===== config.mk =====
export PLATFORM = sky130hd
export DESIGN_NAME = div_unit
export DESIGN_NICKNAME = d
export VERILOG_FILES = /design/src/rtl/div_pkg.sv /design/src/rtl/div_step.sv /design/src/rtl/div_unit.sv
export SDC_FILE = /design/constraint.sdc
export NUM_CORES = 1
export LEC_CHECK = 0
export BUFFER_PORTS_ARGS = -buffer_cell sky130_fd_sc_hd__buf_2
export CAP_MARGIN = 10
export CORE_MARGIN = 1.5
export CORE_UTILIZATION = 55
export DETAILED_ROUTE_END_ITERATION = 6
export GPL_ROUTABILITY_DRIVEN = 0
export PLACE_DENSITY = 0.79
export SKIP_LAST_GASP = 1
export SYNTH_ARGS = -nofsm -noshare
export SYNTH_HDL_FRONTEND = slang
export SYNTH_SLANG_ARGS = --single-unit
export TNS_END_PERCENT = 50

===== constraint.sdc =====
create_clock -name clk -period 3 [get_ports clk]
set_input_delay 0.15 -clock clk [delete_from_list [all_inputs] [get_ports clk]]
set_output_delay 0.15 -clock clk [all_outputs]
set_load 0.05 [all_outputs]

===== src/rtl/div_pkg.sv =====
// ============================================================================
// div_pkg : shared op encodings, FSM state type and counter sizing for div_unit
// Rev 1.0
// ============================================================================
`default_nettype none

package div_pkg;

   localparam logic [1:0] OP_DIV  = 2'b00;
   localparam logic [1:0] OP_DIVU = 2'b01;
   localparam logic [1:0] OP_REM  = 2'b10;
   localparam logic [1:0] OP_REMU = 2'b11;

   typedef enum logic [1:0] {
      ST_IDLE = 2'd0,
      ST_CALC = 2'd1,
      ST_FIX  = 2'd2,
      ST_DONE = 2'd3
   } state_t;

   function automatic int cnt_width(input int width);
      return $clog2(width + 1);
   endfunction

endpackage

`default_nettype wire


===== src/rtl/div_step.sv =====
// ============================================================================
// div_step : one combinational restoring-division step on unsigned magnitudes
// Rev 1.0
// ============================================================================
`default_nettype none

module div_step #(
   parameter int WIDTH = 32
) (
   input  logic [WIDTH-1:0] rem_in,
   input  logic             quo_msb,
   input  logic [WIDTH-1:0] divisor,
   output logic [WIDTH-1:0] rem_out,
   output logic             q_bit
);

   logic [WIDTH:0] shifted;
   logic [WIDTH:0] diff;

   // rem_in < divisor always holds, so the shifted value fits in WIDTH+1 bits
   // and whichever branch is taken fits back into WIDTH bits.
   assign shifted = {rem_in, quo_msb};
   assign diff    = shifted - {1'b0, divisor};
   assign q_bit   = (shifted >= {1'b0, divisor});
   assign rem_out = q_bit ? diff[WIDTH-1:0] : shifted[WIDTH-1:0];

endmodule

`default_nettype wire


===== src/rtl/div_unit.sv =====
// ============================================================================
// div_unit : iterative restoring divider for RV32M DIV/DIVU/REM/REMU.
// Option DIV_ZERO_FASTPATH_EN: zero divisor bypasses the iteration phase.
// Rev 1.0
// ============================================================================
`default_nettype none

module div_unit
   import div_pkg::*;
#(
   parameter int WIDTH = 32
) (
   input  logic             clk,
   input  logic             rst_n,
   input  logic             in_valid,
   output logic             in_ready,
   input  logic [WIDTH-1:0] in_a,
   input  logic [WIDTH-1:0] in_b,
   input  logic [1:0]       in_op,
   input  logic             flush,
   output logic             out_valid,
   input  logic             out_ready,
   output logic [WIDTH-1:0] out_result,
   output logic             busy
);

   localparam int           CW   = cnt_width(WIDTH);
   localparam logic [CW-1:0] LAST = CW'(WIDTH - 1);

`ifdef DIV_ZERO_FASTPATH_EN
   localparam bit FAST_DZ = 1'b1;
`else
   localparam bit FAST_DZ = 1'b0;
`endif

   state_t           state;
   state_t           state_nxt;
   logic [1:0]       op;
   logic             sign_q;
   logic             sign_r;
   logic [WIDTH-1:0] rem;
   logic [WIDTH-1:0] quo;
   logic [WIDTH-1:0] dvsr;
   logic [WIDTH-1:0] result;
   logic [CW-1:0]    count;

   logic             accept;
   logic             is_signed;
   logic             b_zero;
   logic [WIDTH-1:0] a_mag;
   logic [WIDTH-1:0] b_mag;
   logic [WIDTH-1:0] step_rem;
   logic             q_bit;

   assign is_signed = ~in_op[0];
   assign b_zero    = (in_b == '0);
   assign a_mag     = (is_signed && in_a[WIDTH-1]) ? -in_a : in_a;
   assign b_mag     = (is_signed && in_b[WIDTH-1]) ? -in_b : in_b;
   assign accept    = in_valid && (state == ST_IDLE) && !flush;

   assign in_ready   = (state == ST_IDLE);
   assign busy       = (state != ST_IDLE);
   assign out_valid  = (state == ST_DONE);
   assign out_result = result;

   div_step #(.WIDTH(WIDTH)) u_step (
      .rem_in  (rem),
      .quo_msb (quo[WIDTH-1]),
      .divisor (dvsr),
      .rem_out (step_rem),
      .q_bit   (q_bit)
   );

   always_comb begin
      state_nxt = state;
      case (state)
         ST_IDLE: if (accept) state_nxt = (FAST_DZ && b_zero) ? ST_FIX : ST_CALC;
         ST_CALC: if (count == LAST) state_nxt = ST_FIX;
         ST_FIX:  state_nxt = ST_DONE;
         ST_DONE: if (out_ready) state_nxt = ST_IDLE;
         default: state_nxt = ST_IDLE;
      endcase
      if (flush) state_nxt = ST_IDLE;
   end

   always_ff @(posedge clk or negedge rst_n) begin
      if (!rst_n) state <= ST_IDLE;
      else        state <= state_nxt;
   end

   // A zero divisor iterates to quo=all-ones, rem=|a|; suppressing the quotient
   // sign makes DIV return all-ones and the remainder sign-fix restore in_a.
   always_ff @(posedge clk or negedge rst_n) begin
      if (!rst_n) begin
         op     <= '0;
         sign_q <= 1'b0;
         sign_r <= 1'b0;
         rem    <= '0;
         quo    <= '0;
         dvsr   <= '0;
         count  <= '0;
         result <= '0;
      end else if (!flush) begin
         case (state)
            ST_IDLE: begin
               if (accept) begin
                  op     <= in_op;
                  sign_q <= is_signed && (in_a[WIDTH-1] ^ in_b[WIDTH-1]) && !b_zero;
                  sign_r <= is_signed && in_a[WIDTH-1];
                  dvsr   <= b_mag;
                  count  <= '0;
                  if (FAST_DZ && b_zero) begin
                     rem <= a_mag;
                     quo <= '1;
                  end else begin
                     rem <= '0;
                     quo <= a_mag;
                  end
               end
            end
            ST_CALC: begin
               rem   <= step_rem;
               quo   <= {quo[WIDTH-2:0], q_bit};
               count <= count + 1'b1;
            end
            ST_FIX: begin
               if (op[1]) result <= sign_r ? -rem : rem;
               else       result <= sign_q ? -quo : quo;
            end
            default: ;
         endcase
      end
   end

endmodule

`default_nettype wire


# [After elaboration in Yosys (flattened, before gate mapping)]
# Cells that the tools add are included.
[word_totals] wordCells=60 inputBits=71 register_bits=140
[op_classes] n_eq_ne=8 reduce_logical=16 n_bitwise=3 magnitude_cmp=1 mux=17 add_sub_neg=6
[op_table] cell="32-bit two-way mux" n=8
[op_table] cell="32-bit negator" n=4
[op_table] cell="32-bit one-hot mux with 2 select lines" n=2
[op_table] cell="33-bit by 32-bit greater-or-equal comparator with 1-bit output" n=1
[op_table] cell="32-bit logical NOT" n=1
[op_table] cell="32-bit subtractor" n=1
[op_table] cell="6-bit one-hot mux with 2 select lines" n=1
[op_table] cell="3-bit AND reduction" n=3
[op_table] cell="2-bit two-way mux" n=4
[op_table] cell="2-bit one-hot mux with 4 select lines" n=1
[op_table] cell="6-bit by 1-bit adder with 6-bit output, second input constant" n=1
[op_table] cell="6-bit by 5-bit equality test with 1-bit output, second input constant" n=1
[op_table] cell="1-bit logical AND" n=6
[op_table] cell="6-bit two-way mux" n=1
[op_table] cell="2-bit equality test, second input constant" n=2
[op_table] cell="2-bit nonzero test" n=2
[op_table] cell="3-bit by 1-bit != test with 1-bit output, second input constant" n=1
[op_table] cell="3-bit by 2-bit != test with 1-bit output, second input constant" n=1
[op_table] cell="3-bit != test, second input constant" n=1
[op_table] cell="2-bit by 1-bit equality test with 1-bit output, second input constant" n=1
[op_table] cell="1-bit logical NOT" n=2
[op_table] cell="2-bit logical NOT" n=1
[op_table] cell="2-bit by 1-bit != test with 1-bit output, second input constant" n=1
[op_table] cell="1-bit NOT" n=2
[op_table] cell="2 further kinds" n=2

# [Logic depth before layout (Yosys ltp)]
# Gate-level depths: netlist (run 1).
[logic_depth] depth_word=6 depth_mapped=13 ltp_nobuf=12

# [Cells and area by module]
# Synthesis (run 1) repeated with hierarchy kept, for this count alone.
[unflattened] cells_unflattened=1328 hier_area_um2=10963.0
[by_module_without_submodules] module="div_unit" cells_each=989 area_each_um2=8480.6 seq_area_each_um2=3478.3 n_inst=1
[by_module_without_submodules] module="div_step" cells_each=339 area_each_um2=2482.4 seq_area_each_um2=0.0 n_inst=1

# [Worst setup path before layout (run 1)]
# No wires, ideal clock.
[synth_path] path_kind="reg2reg" from="reg quo[31]" to="reg rem[26]" synth_period_minus_slack_ns=3.161 stages_incl_launch_ff=13 arrival_time_ns=3.075 n_path_buf=0 slack_ns=-0.161 required_time_ns=2.913 cell_sequence="dfrtp_1 > inv_1 > ha_1 > inv_1 > fa_1 > a21o_1 > a2111oi_0 > o31ai_1 > a221o_1 > a2111oi_0 > o21bai_1 > xnor2_1 > o211ai_1"
[synth_between] elab_chain_cells=3 word_cells_on_any_way=4 classes_between="add/sub (1); order compare (1); mux (2)"
[synth_lines] item="start, declared" line_no="div_unit.sv:42" text="logic [WIDTH-1:0] quo;"
[synth_lines] item="start signal, assigned" line_no="div_unit.sv:117" text="quo <= a_mag;"
[synth_lines] item="start signal, assigned" line_no="div_unit.sv:123" text="quo <= {quo[WIDTH-2:0], q_bit};"
[synth_lines] item="32-bit subtractor / 33-bit by 32-bit greater-or-equal comparator with 1-bit output (equally long branches)" line_no="div_step.sv:23, div_step.sv:24"
[synth_lines] item="32-bit two-way mux *" line_no="div_step.sv:25" text="assign rem_out = q_bit ? diff[WIDTH-1:0] : shifted[WIDTH-1:0];"
[synth_lines] item="32-bit one-hot mux with 2 select lines *" line_no="div_unit.sv:104" text="case (state)"
[synth_lines] item="end signal, assigned" line_no="div_unit.sv:113" text="rem <= a_mag;"
[synth_lines] item="end signal, assigned" line_no="div_unit.sv:122" text="rem <= step_rem;"
[synth_lines] item="end, declared" line_no="div_unit.sv:41" text="logic [WIDTH-1:0] rem;"
# Mark *: on every way between the ends. The rest lies on a longest branch, timed or not.
# A chain may end at the register's enable or synchronous reset.

# [Worst setup path in the final report (run 1)]
# Same ends and word-level chain as after synthesis.

==> results.sh, run 1 <==
export IMPL_worstReg2RegEnd="rem[26]"
export IMPL_clock_path_buffers=2
export IMPL_clock_sinks=139
export IMPL_rr_worst_depth=12
export IMPL_startpoint_type="flop"
export IMPL_htreeDepth=4
export IMPL_via_count=10267
export IMPL_antenna_cells=0
export IMPL_clock_skew_final_ns=0.00998
export IMPL_dp_hpwl_um=22000
export IMPL_min_from="in_b[28]"
export IMPL_antenna_left=0
export IMPL_cts_root_buf="clkbuf_16"
export IMPL_end_kind="flop"
export IMPL_die_area_um2=20100
export IMPL_syn_area_per_cell_um2=7.85
export IMPL_io_buffers=105
export IMPL_crit_type="reg -> reg"
export IMPL_firstDrtPassIters=7
export IMPL_required_ns=3.35
export IMPL_io_pins=106
export IMPL_peakVddDrop_mv=0.431
export IMPL_max_freq_mhz=327
export IMPL_period_share_pct=102
export IMPL_initial_utilization_pct=56.4
export IMPL_drt_iter0_drc=1030
export IMPL_tightest_slew_ns=0.910
export IMPL_reg2reg_slack_ns=-0.06
export IMPL_r2r_start="quo[31]"
export IMPL_yosysTopAreaCell="dfrtp_1"
export IMPL_grt_total_usage_pct=29.5
export IMPL_yosysWarnings=0
export IMPL_ys_flop_type="dfrtp_1"
export IMPL_cts_made_buffers=17
export IMPL_dp_worst_setup_slack_ns=-0.0609
export IMPL_crit_fanout=2
export IMPL_fin_setup_tns_ns=-0.0583
export IMPL_synth_top_area_share_pct=32.9
export IMPL_finalCriticalPeriod_ns=3.06
export IMPL_drv_slew=0
export IMPL_grt_antenna_before_repair=0
export IMPL_clkLatencyLatePin_ns=0.44
export IMPL_grt_overflow_total=0
export IMPL_synth_area_um2=10600
export IMPL_drc=0
export IMPL_core_area_um2=18800
export IMPL_drive_gt1_share_pct=15.8
export IMPL_syn_nets=1460
export IMPL_seq_area_um2=3480
export IMPL_power_uw=11100
export IMPL_run_status="complete, but fails checks"
export IMPL_yosysSeqAreaShare_pct=32.9
export IMPL_synth_cell_types=69
export IMPL_cts_tree="done"
export IMPL_min_path_cells=3
export IMPL_multiInputGateArea_um2=6630
export IMPL_syn_inst=1347
export IMPL_wl_per_cell_um=17.1
export IMPL_rsz0062_at_grt="yes"
export IMPL_nets=1572
export IMPL_routed_via_density=6.02
export IMPL_setup_violations=1
export IMPL_arrival_ns=3.40
export IMPL_grt_max_degree=100
export IMPL_grt_pass1_vias=9591
export IMPL_grt_pass1_wl_um=47500
export IMPL_finalHoldViolations=0
export IMPL_cap_violations=0
export IMPL_synthArstFlopShare_pct=100
export IMPL_clkTransAtPathRegs_ns=0.06
export IMPL_die_height_um=142
export IMPL_p_per_area_nw_per_um2=906
export IMPL_wirelength_um=29100
export IMPL_p_leak_uw=0.00573
export IMPL_min_to="dvsr[28]"
export IMPL_num_fill_cells=1521
export IMPL_synthTopCellsByArea="dfrtp_1, o21ai_0, nand2_1"
export IMPL_holdWs_ns=0.0101
export IMPL_slew_headroom_pct=39.2
export IMPL_synth_seq_cells=139
export IMPL_areaGrowthSynthToFinish_pct=16.3
export IMPL_hold_class="in -> reg"
export IMPL_fin_ws_ns=-0.0583
export IMPL_final_core_utilization_pct=65.5
export IMPL_synth_edf_count=0
export IMPL_die_width_um=142
export IMPL_violations="negative setup slack"
export IMPL_rows=50
[report_power, final]
part / leakage (uW) / total (uW) / internal (uW) / switching (uW)
clock: 0.000290 / 2100 / 1250 / 856
sequential: 0.00181 / 3160 / 2510 / 653
combinational: 0.00363 / 5880 / 2060 / 3820
[worst max-delay path by stage]
stage                       start      end  slack [ns]  depth (start not counted)
after detailed placement  quo[31]  rem[26]       -0.06                         12
after global routing      quo[31]  rem[26]       -0.20                         12
after CTS                 quo[31]  rem[26]        0.03                         12
after floorplan           quo[31]  rem[26]        0.04                         12
final                     quo[31]  rem[26]       -0.06                         12
after global placement    quo[31]  rem[26]       0.008                         12
[final cells by class]
class                   count  share of cell area [%]
clock inverters            14                    1.18
clock buffers              18                    3.57
inverters                  58                    1.77
repair buffers            174                    8.90
flip-flops and latches    139                    28.3
well taps                 234                    2.38
multi-input cells        1069                    53.9
[flip-flops by register name, indices dropped and copies added, names as in the netlist]
signal,count
count,6
dvsr,32
op,1
out_result,32
quo,32
rem,32
sign_q,1
sign_r,1
state,2
[metal layers]
metal / vias to the layer above / track usage (%) / wire length, um / share of wire (%)
li1: 4999 / - / - / -
met1: 4730 / 40.2 / 13100 / 45
met2: 449 / 46.8 / 12800 / 44
met3: 89 / 5.80 / 2250 / 7.7
met4: 0 / 10.7 / 945 / 3.2
met5: - / 0 / 0 / 0
[cells in the mapped netlist (22+ instances only)]
master    number
nor2_1        92
inv_1         58
nand2_1      200
o31ai_1       27
a21oi_1      106
nand3_1       28
xor2_1        70
o21ai_0      180
ha_1          41
xnor2_1       73
dfrtp_1      139
mux2i_1       22
clkbuf_1      70
[logic make-up after synthesis]
| kind of cell | Yosys count | share of synthesized area [%] |
|---|---|---|
| multiplexers | 25 | 2.40 |
| XOR/XNOR | 143 | 11.8 |
| adder cells (fa/ha/maj) | 42 | 5.04 |
| flip-flops | 139 | 32.9 |
| AO/OA/AOI/OAI | 407 | 22.5 |
| AND/OR/NAND/NOR | 452 | 20.1 |
| buffers and inverters | 139 | 5.23 |
[through the flow]
stage | cells | cell area (um2)
final | 1706 | 12300
after global routing | 1706 | 12300
after CTS | 1704 | 12200
after detailed placement | 1669 | 11600
after global placement | 1669 | 11600
after floorplan | 1347 | 10600
[cell usage in the layout, fill, tap and decap left out, types with 5 or more instances in the layout]
master     instances
a211oi_1           5
a21boi_0           5
a21o_1             8
a21oi_1          105
a31oi_1            9
and3_1             7
buf_2            104
buf_4             63
clkbuf_16         17
clkinv_2           5
dfrtp_1          139
ha_1              39
inv_1             56
mux2i_1           22
nand2_1          200
nand2b_1           9
nand3_1           28
nand3b_1           6
nand4_1           18
nor2_1            92
nor2b_1            5
nor3_1            20
nor4_1            16
o211ai_1           7
o21a_1             5
o21ai_0          179
o311ai_0           9
o31ai_1           26
o41ai_1           12
or3_1             14
or4_1              7
xnor2_1           73
xor2_1            70
[timing repair]
item,4_1_cts,5_1_grt
setup endpoints to repair,1,31
pin swaps,1,8
endpoints found under the hold margin,43,0
gates resized for setup,1,12
hold buffers,3,0
setup buffers,0,2
[worst max-delay path, cell delays in order, from the launching register on]
cell,delay [ns]
dfrtp_1,0.38
inv_2,0.08
ha_4,0.13
inv_2,0.04
fa_2,0.39
a21o_1,0.23
a2111oi_4,0.41
o31ai_2,0.14
a221o_1,0.38
a2111oi_4,0.34
o21bai_2,0.13
xnor2_1,0.13
o211ai_1,0.19
No activity file was read; power rests on OpenSTA's default activity.
==> inputs of run 2 (changes only) <==
--- a/config.mk
+++ b/config.mk
@@ -5,10 +5,11 @@
 export SDC_FILE = /design/constraint.sdc
 export NUM_CORES = 1
 export LEC_CHECK = 0
+export ABC_AREA = 1
 export BUFFER_PORTS_ARGS = -buffer_cell sky130_fd_sc_hd__buf_2
 export CAP_MARGIN = 10
 export CORE_MARGIN = 1.5
-export CORE_UTILIZATION = 55
+export CORE_UTILIZATION = 56
 export DETAILED_ROUTE_END_ITERATION = 6
 export GPL_ROUTABILITY_DRIVEN = 0
 export PLACE_DENSITY = 0.79
==> run 2 against run 1 <==
The flow finishes with violations (design-rule violations). Sequential cell count unchanged. Combinational power rose by 25%. Final area is 14% higher. Sequential power decreased by 1%. Clock skew decreased by 0.0012 ns. Clock-buffer cell count fell by 1.
==> results.sh, run 2 <==
export IMPL_rr_worst_depth=12
export IMPL_cts_tree="done"
export IMPL_critPathBufInv=2
export IMPL_synth_common_cells="nand2_1, inv_1, nand3_1, nor2_1, dfrtp_1"
export IMPL_syn_nets=2239
export IMPL_synth_top_family_by_area="simple AND/OR/NAND/NOR gates"
export IMPL_clock_sinks=139
export IMPL_rsz0062_at_grt="no"
export IMPL_arrival_ns=2.85
export IMPL_firstDrtPassIters=7
export IMPL_max_freq_mhz=390
export IMPL_yosys_area_share_simple_pct=42.2
export IMPL_synth_mux_area_share_pct=0
export IMPL_routed_via_density=5.72
export IMPL_period_share_pct=85.6
export IMPL_reg2reg_slack_ns=0.43
export IMPL_drc=6
export IMPL_syn_inst=2126
export IMPL_areaGrowthSynthToFinish_pct=11.3
export IMPL_ys_flop_type="dfrtp_1"
export IMPL_min_path_cells=3
export IMPL_top_usage_layer="met2"
export IMPL_peakVddDrop_mv=1.18
export IMPL_min_to="dvsr[11]"
export IMPL_cts_made_buffers=17
export IMPL_synth_top_area_share_pct=27.5
export IMPL_clock_skew_final_ns=0.00882
export IMPL_cap_violations=0
export IMPL_run_status="complete, but fails checks"
export IMPL_antenna_left=0
export IMPL_grt_util_met2_pct=51.4
export IMPL_drv_slew=0
export IMPL_synthArstFlopShare_pct=100
export IMPL_fin_setup_tns_ns=0
export IMPL_yosysWarnings=0
export IMPL_r2r_start="rem[22]"
export IMPL_core_area_um2=22000
export IMPL_worstReg2RegEnd="rem[2]"
export IMPL_synthXorXnorAreaFrac_pct=2.84
export IMPL_dp_hpwl_um=30700
export IMPL_min_from="in_b[11]"
export IMPL_yosysSeqAreaShare_pct=27.5
export IMPL_p_per_area_nw_per_um2=914
export IMPL_tightest_slew_ns=1.09
export IMPL_design_area_um2=14100
export IMPL_syn_area_per_cell_um2=5.94
export IMPL_wl_per_cell_um=15.7
export IMPL_die_height_um=153
export IMPL_grt_antenna_before_repair=1
export IMPL_drt_iter0_drc=1440
export IMPL_cts_resized=0
export IMPL_rows=54
export IMPL_grt_met3_usage_pct=6.86
export IMPL_io_buffers=105
export IMPL_die_width_um=153
export IMPL_htreeDepth=4
export IMPL_crit_start="rem[22]"
export IMPL_synthTopCellsByArea="dfrtp_1, nand2_1, nand3_1"
export IMPL_crit_fanout=22
export IMPL_grt_pass1_wl_um=64300
export IMPL_clkTransAtPathRegs_ns=0.06
export IMPL_drive_gt1_share_pct=8.83
export IMPL_nets=2321
export IMPL_synth_seq_cells=139
export IMPL_synth_edf_count=0
export IMPL_crit_chain="ha_1, nand2_1, inv_2, a21oi_2, nand2_1, nand2_1, nand2_1, nor2_4, buf_4, nand3_1, nand3_1, o21ai_0"
export IMPL_critPathTopFamily="simple AND/OR/NAND/NOR gates"
export IMPL_cp_slowest_cell="dfrtp_1"
export IMPL_cts_root_buf="clkbuf_16"
export IMPL_slew_headroom_pct=27.1
export IMPL_synth_most_common_cell="nand2_1"
export IMPL_setup_violations=0
export IMPL_crit_type="reg -> reg"
export IMPL_yosysTopAreaCell="dfrtp_1"
export IMPL_layout_commonest_cell="nand2_1"
export IMPL_mostFrequentLayoutCells="nand2_1, inv_1, nand3_1"
export IMPL_initial_utilization_pct=57.5
export IMPL_synth_compound_area_share_pct=11.8
export IMPL_finalHoldViolations=0
export IMPL_die_area_um2=23500
export IMPL_use_met1_pct=47.7
export IMPL_startpoint_type="flop"
export IMPL_cpPeakStageDelay_ns=0.47
export IMPL_violations="design-rule violations"
export IMPL_via_count=14285
export IMPL_final_core_utilization_pct=64.0
export IMPL_cpMostUsedCell="nand2_1"
export IMPL_finalCriticalPeriod_ns=2.57
export IMPL_hold_class="in -> reg"
export IMPL_grt_max_degree=65
export IMPL_place_area_um2=13400
export IMPL_wirelength_um=39300
export IMPL_num_fill_cells=2079
export IMPL_io_pins=106
export IMPL_grt_total_usage_pct=34.0
export IMPL_synth_cell_types=45
export IMPL_synth_area_um2=12600
export IMPL_end_kind="flop"
export IMPL_antenna_cells=0
export IMPL_grt_overflow_total=0
export IMPL_p_leak_uw=0.00778
export IMPL_required_ns=3.29
export IMPL_grt_pass1_vias=12914
export IMPL_synth_fa_ha_area_share_pct=4.22
export IMPL_clkLatencyLatePin_ns=0.43
export IMPL_clock_path_buffers=2
## run 2: area by class of cell
cell class | count | area [um2] | area share [%]
multi-input combinational | 1616 | 7710 | 54.9
sequential | 139 | 3480 | 24.8
clock inverter | 13 | 218 | 1.55
timing repair buffer | 128 | 722 | 5.14
inverter | 306 | 1150 | 8.17
clock buffer | 17 | 425 | 3.03
tap | 280 | 350 | 2.49
## run 2: routing by layer
metal / wire, um / part of all wire, % / vias to the layer above
met5: 13 / 0.033 / -
met4: 1450 / 3.7 / 2
met3: 3930 / 10 / 108
met2: 17000 / 43 / 722
met1: 16900 / 43 / 6460
li1: - / - / 6993
## run 2: worst max-delay path by stage
stage	to	slack (ns)	cells after the start
after floorplan	rem[10]	0.59	11
after global placement	rem[29]	0.54	14
after detailed placement	rem[2]	0.49	12
after CTS	rem[2]	0.46	12
after global routing	rem[8]	0.28	12
final	rem[2]	0.43	12
## run 2: worst reg2reg max path, stage by stage, from the launching register on
cell	delay, ns
dfrtp_1	0.47
ha_1	0.42
nand2_1	0.16
inv_2	0.05
a21oi_2	0.15
nand2_1	0.09
nand2_1	0.06
nand2_1	0.09
nor2_4	0.31
buf_4	0.33
nand3_1	0.12
nand3_1	0.10
o21ai_0	0.08
## run 2: kinds of logic after synthesis
family                   Yosys count
AND/OR/NAND/NOR                 1254
buffers and inverters            371
AO/OA/AOI/OAI                    279
flip-flops                       139
adder cells (fa/ha/maj)           42
XOR/XNOR                          41
## run 2: where the power goes
part	internal (uW)	total [uW]	switching (uW)	leakage, uW
logic	2080	7350	5270	0.00571
registers	2590	3120	534	0.00176
clock network	1480	2360	884	0.000306
total	6140	12800	6690	0.00778
## run 2: through the flow
stage	total power, uW	std cells	setup WS [ns]	hold WS (ns)
2_1_floorplan	8330	2126	0.587	-0.146
3_3_place_gp	10100	2467	0.541	0.0936
3_5_place_dp	10300	2467	0.491	0.0962
4_1_cts	12700	2499	0.460	0.0118
5_1_grt	13800	2499	0.278	0.0367
6_report	12800	2499	0.433	0.0197
## run 2: timing repair
item | CTS | global route
buffers inserted | 0 | 0
hold buffers | 2 | 0
endpoints found under the hold margin | 42 | 0
